**src/rtl/mdu_sequencer.sv**
```systemverilog
// RV32M multiply/divide sequencer: a registered multiplier plus a 1-bit/cycle restoring
// divider, with a two-process controller that stalls EX and pulses done with the result.
module mdu_sequencer #(
  parameter int XLEN        = 32,
  parameter int MUL_LATENCY = 2
) (
  input  logic            clk,
  input  logic            rst,
  input  logic            start,
  input  logic [2:0]      funct3,
  input  logic [XLEN-1:0] rs1_val,
  input  logic [XLEN-1:0] rs2_val,
  input  logic            flush,
  output logic            busy,
  output logic            stall,
  output logic            done,
  output logic [XLEN-1:0] result
);

  typedef enum logic [2:0] {S_IDLE, S_MUL, S_DIV, S_FIX, S_DONE} state_t;

  localparam logic [4:0] MUL_LAST = 5'(MUL_LATENCY - 1);
  localparam logic [4:0] DIV_LAST = 5'(XLEN - 1);

  state_t              state_q, state_d;
  logic [4:0]          cnt_q, cnt_d;
  logic [1:0]          op_q, op_d;
  logic [2*XLEN-1:0]   prod_q, prod_d;
  logic [XLEN-1:0]     rem_q, rem_d;
  logic [XLEN-1:0]     quot_q, quot_d;
  logic [XLEN-1:0]     dvsr_q, dvsr_d;
  logic                neg_quot_q, neg_quot_d;
  logic                neg_rem_q, neg_rem_d;
  logic [XLEN-1:0]     result_q, result_d;

  // Operand conditioning, evaluated on the request inputs at accept time
  logic                mul_a_signed, mul_b_signed;
  logic [2*XLEN-1:0]   mul_a_wide, mul_b_wide, mul_prod;
  logic                div_signed, a_neg, b_neg;
  logic [XLEN-1:0]     a_abs, b_abs;
  logic                div_by_zero, div_ovf;

  assign mul_a_signed = (funct3[1:0] != 2'b11);
  assign mul_b_signed = ~funct3[1];
  assign mul_a_wide   = {{XLEN{mul_a_signed & rs1_val[XLEN-1]}}, rs1_val};
  assign mul_b_wide   = {{XLEN{mul_b_signed & rs2_val[XLEN-1]}}, rs2_val};
  // Sign-extended operands make the low 2*XLEN bits of an unsigned product correct
  assign mul_prod     = mul_a_wide * mul_b_wide;

  assign div_signed  = ~funct3[0];
  assign a_neg       = div_signed & rs1_val[XLEN-1];
  assign b_neg       = div_signed & rs2_val[XLEN-1];
  assign a_abs       = a_neg ? (~rs1_val + 1'b1) : rs1_val;
  assign b_abs       = b_neg ? (~rs2_val + 1'b1) : rs2_val;
  assign div_by_zero = (rs2_val == '0);
  assign div_ovf     = div_signed && (rs1_val == {1'b1, {(XLEN-1){1'b0}}}) && (rs2_val == '1);

  // One restoring-division step: the remainder never exceeds the divisor, so only the
  // shifted-out top bit needs the extra width for the comparison.
  logic [XLEN:0]   rem_shift;
  logic            rem_ge;
  logic [XLEN-1:0] rem_sub;
  logic [XLEN-1:0] quot_fix, rem_fix, mul_sel;

  assign rem_shift = {rem_q, quot_q[XLEN-1]};
  assign rem_ge    = (rem_shift >= {1'b0, dvsr_q});
  assign rem_sub   = rem_shift[XLEN-1:0] - dvsr_q;
  assign quot_fix  = neg_quot_q ? (~quot_q + 1'b1) : quot_q;
  assign rem_fix   = neg_rem_q ? (~rem_q + 1'b1) : rem_q;
  assign mul_sel   = (op_q == 2'b00) ? prod_q[XLEN-1:0] : prod_q[2*XLEN-1:XLEN];

  always_ff @(posedge clk or posedge rst) begin
    if (rst) begin
      state_q    <= S_IDLE;
      cnt_q      <= '0;
      op_q       <= '0;
      prod_q     <= '0;
      rem_q      <= '0;
      quot_q     <= '0;
      dvsr_q     <= '0;
      neg_quot_q <= 1'b0;
      neg_rem_q  <= 1'b0;
      result_q   <= '0;
    end else begin
      state_q    <= state_d;
      cnt_q      <= cnt_d;
      op_q       <= op_d;
      prod_q     <= prod_d;
      rem_q      <= rem_d;
      quot_q     <= quot_d;
      dvsr_q     <= dvsr_d;
      neg_quot_q <= neg_quot_d;
      neg_rem_q  <= neg_rem_d;
      result_q   <= result_d;
    end
  end

  always_comb begin
    state_d    = state_q;
    cnt_d      = cnt_q;
    op_d       = op_q;
    prod_d     = prod_q;
    rem_d      = rem_q;
    quot_d     = quot_q;
    dvsr_d     = dvsr_q;
    neg_quot_d = neg_quot_q;
    neg_rem_d  = neg_rem_q;
    result_d   = result_q;

    case (state_q)
      S_IDLE, S_DONE: begin
        state_d = S_IDLE;
        if (start) begin
          op_d = funct3[1:0];
          if (!funct3[2]) begin
            prod_d  = mul_prod;
            cnt_d   = '0;
            state_d = S_MUL;
          end else if (div_by_zero) begin
            result_d = funct3[1] ? rs1_val : '1;
            state_d  = S_DONE;
          end else if (div_ovf) begin
            result_d = funct3[1] ? '0 : rs1_val;
            state_d  = S_DONE;
          end else begin
            quot_d     = a_abs;
            dvsr_d     = b_abs;
            rem_d      = '0;
            neg_quot_d = a_neg ^ b_neg;
            neg_rem_d  = a_neg;
            cnt_d      = '0;
            state_d    = S_DIV;
          end
        end
      end
      S_MUL: begin
        if (cnt_q == MUL_LAST) begin
          result_d = mul_sel;
          state_d  = S_DONE;
        end else begin
          cnt_d = cnt_q + 5'd1;
        end
      end
      S_DIV: begin
        rem_d  = rem_ge ? rem_sub : rem_shift[XLEN-1:0];
        quot_d = {quot_q[XLEN-2:0], rem_ge};
        cnt_d  = cnt_q + 5'd1;
        if (cnt_q == DIV_LAST) state_d = S_FIX;
      end
      S_FIX: begin
        result_d = op_q[1] ? rem_fix : quot_fix;
        state_d  = S_DONE;
      end
      default: state_d = S_IDLE;
    endcase

    // An abort wins over everything, including a same-cycle request
    if (flush) begin
      state_d  = S_IDLE;
      result_d = result_q;
    end
  end

  assign busy   = (state_q == S_MUL) || (state_q == S_DIV) || (state_q == S_FIX);
  assign stall  = (start && ((state_q == S_IDLE) || (state_q == S_DONE))) || busy;
  assign done   = (state_q == S_DONE);
  assign result = result_q;

endmodule

```
**config.mk**
```make
export PLATFORM = sky130hd
export DESIGN_NAME = mdu_sequencer
export DESIGN_NICKNAME = d
export VERILOG_FILES = /design/src/rtl/mdu_sequencer.sv
export SDC_FILE = /design/constraint.sdc
export NUM_CORES = 2
export LEC_CHECK = 0
export ABC_AREA = 1
export ABC_CLOCK_PERIOD_IN_PS = 6700
export BUFFER_PORTS_ARGS = -buffer_cell sky130_fd_sc_hd__buf_2
export CORE_UTILIZATION = 40
export DETAILED_ROUTE_END_ITERATION = 10
export HOLD_SLACK_MARGIN = 0.15
export PLACE_DENSITY = 0.62
export SLEW_MARGIN = 10
export SYNTH_ARGS = -nofsm -noshare
export SYNTH_HDL_FRONTEND = slang
export SYNTH_SLANG_ARGS = --single-unit
```
**constraint.sdc**
```tcl
create_clock -name clk -period 6.7 [get_ports clk]
set_clock_uncertainty 0.2 [all_clocks]
set_input_delay 0.67 -clock clk [delete_from_list [all_inputs] [get_ports clk]]
set_output_delay 0.67 -clock clk [all_outputs]
set_load 0.05 [all_outputs]
```
==> run summary <==
Status = finished, violations left
Failing checks = setup timing
RSZ-0062 raised after global routing = yes
Syn avg cell area = 7.28 um2
Post-synth cell types = 51
Hold Crit Start = result[11]
Core area = 140000 um2
Vias in the first global route = 54300
CTS root buf = clkbuf_16
Worst slack, placed = -1400 ps
R2R depth = 13
Commonest non-fill, non-tap cell in the layout = nand2_1
Ratio of cells with drive above 1 in the final layout = 18.3%
Hold slack = 278 ps
Port Buf Inserts = 105
Critical path endpoint category = flop
Sequential area share after synthesis = 9.05%
FF+latch count, synth = 204
Full die area = 143000 um2
Per-cell routed wire length = 22.0 um
Most used cell, CP = fa_1
Hold crit path type = flop to flop
FF-to-FF setup slack = 2930 ps
Hpwl dp = 185 mm
Clock-pin slew on the worst setup and hold paths = 60 ps
Post-Syn Nets = 9204
Deepest clock path buffer count = 3
Post-synthesis cell area = 56400 um2
Drt first-iter violations = 4894
Dominant cell type by area after synthesis = fa_1
Critical path peak fanout = 7
Startpoint types = input port
Dpl cell area = 64400 um2
Dominant synthesized flop cell = dfrtp_1
WHS Path Cells = 2
Post-route cell area = 69100 um2
Initial DRT Pass Iterations = 6
Worst-Skew Late Latency = 580 ps
Max-slew violation count = 0
WP data required = 6960 ps
FF-to-FF Start = state_q[2]
# IOs = 106
Die H = 378 um
Starting Density = 40.4%
DRC errors left = 0
Antenna Nets Post-Route = 0
Period utilisation layout = 105%
Slew @ Worst Pin = 976 ps
Crit path DAT = 7320 ps
CP delay by family, top = adder cells
H-tree Lvls = 1
Synth top area cells = fa_1 (40%), nand2_1 (15%), inv_1 (13%), dfrtp_1 (9.0%), ha_1 (5.6%)
Max Clk Rate = 142 MHz
Async SR Flop Fraction = 100%
Max-cap violation count = 0
Critical path origin = funct3[0]
R2r endpoint = result[20]
Die X = 378 um
Worst path bufs/invs = 12
TritonCTS clock tree = yes
Hold EP = result[11]
Final setup fails = 43
Initial antenna violation count = 14
Area share of the largest cell type after synthesis = 40.0%
First-pass GRT wire length = 339 mm
CP max stage delay = 630 ps
Slew margin rel. = 34.1%
Via count = 52500
Clock Sinks = 204
Vias per cell = 5.15
Final worst path period need = 7060 ps
Nets = 9733
Most frequent cells in the layout = nand2_1 (2123), inv_1 (1768), fa_1 (1066)
Global-route usage over all layers = 31.9%
GR Overflow Total = 0
Gpl congestion = 1.03
Syn Inst Count = 7755
Num CTS Buffers = 27
Finished Core Util = 49.5%
Total routed wirelength = 224 mm
Final worst slack = -360 ps
Syn. warnings = 0
Critical path class = input port to flop
Post-synth EDFFs = 0
Cell Rows = 137
Final Hold Fails = 0
Synth-to-Final Area Change = 22.4%
CP max-delay cell = fa_2
Largest net degree at the start of global routing = 106
## flip-flops by register name, indices dropped and copies added (netlist names)
| register | flops |
|---|---|
| state_q | 3 |
| op_q | 2 |
| cnt_q | 5 |
| neg_quot_q | 1 |
| dvsr_q | 32 |
| prod_q | 64 |
| quot_q | 32 |
| rem_q | 32 |
| result | 32 |
| neg_rem_q | 1 |
## logic make-up (layout without fill, tap and decap cells)
kind of cell / count (synthesis) / count (layout) / synth area share [%]
xor gates and xnor gates: 93 / 93 / 1.44
AOI/OAI and AO/OA: 522 / 522 / 4.93
other: 0 / 9 / 0
buffers and inverters: 2267 / 2814 / 15.3
and+or+nand+nor: 3285 / 3285 / 23.6
DFF: 204 / 204 / 9.05
adders and majority gates: 1384 / 1384 / 45.6
## routing by layer
layer  GRT usage [%]  up-vias  wire length, um
li1                -    23700                -
met1            41.5    26100            89200
met2            51.6     2197           102000
met3            4.98      491            18200
met4            16.1        4            15300
met5               0        -               27
## how the worst max path moves through the flow
stage	to	slack, ps	cells after the start
after floorplan	prod_q[61]	-600	30
after global placement	prod_q[53]	-1410	24
after detailed placement	prod_q[53]	-1400	24
after CTS	prod_q[62]	-360	31
after global routing	prod_q[62]	-570	31
final	prod_q[62]	-360	33
## cell usage after synthesis, types with 19 or more instances
master,n
xor2_1,58
a21oi_1,160
fa_1,1126
nand3b_1,19
nand2_1,2259
inv_1,1885
buf_2,63
xnor2_1,35
nor3_1,44
nand3_1,422
nor2_1,435
ha_1,252
buf_1,118
clkbuf_1,173
dfrtp_1,204
nand4_1,65
o21ai_0,262
o21ai_1,29
## metrics by stage
| stage | TNS (ps) | cells |
|---|---|---|
| detailed placement | -54820 | 10000 |
| CTS | -7630 | 10100 |
| finish | -9060 | 10200 |
| floorplan | -9810 | 7755 |
| global route | -17160 | 10200 |
| global placement | -54540 | 10000 |
## layout make-up
class                      instances  area [um2]
multi-input combinational       5284       45400
timing repair buffer             868        8170
antenna                            9        22.5
sequential                       204        5100
inverter                        1899        7170
tap                             1876        2350
clock buffer                      34         742
fill                           13800       70600
clock inverter                    13         114
## worst register-to-register path: stages, from the launching register on
cell and delay [ps]:
dfrtp_1 490, nor2_2 270, inv_1 90, nor2_1 360
inv_1 80, buf_4 260, nor2_1 130, inv_1 100
nand3_1 630, buf_4 410, inv_2 260, or2_1 280
nand2_1 60, inv_1 30
## timing repair
| item | in CTS | in global routing |
|---|---|---|
| pin swaps | 215 | 209 |
| buffers inserted | 68 | 34 |
| hold buffers | 2 | 0 |
| gates resized for setup | 500 | 270 |
| endpoints found under the setup margin | 49 | 50 |
| hold endpoints to repair | 105 | 0 |
| gates cloned | 6 | 4 |
Power is left out: the tool's default activity adds up to more than one toggle a clock period on the data nets, which glitch-free logic cannot reach.
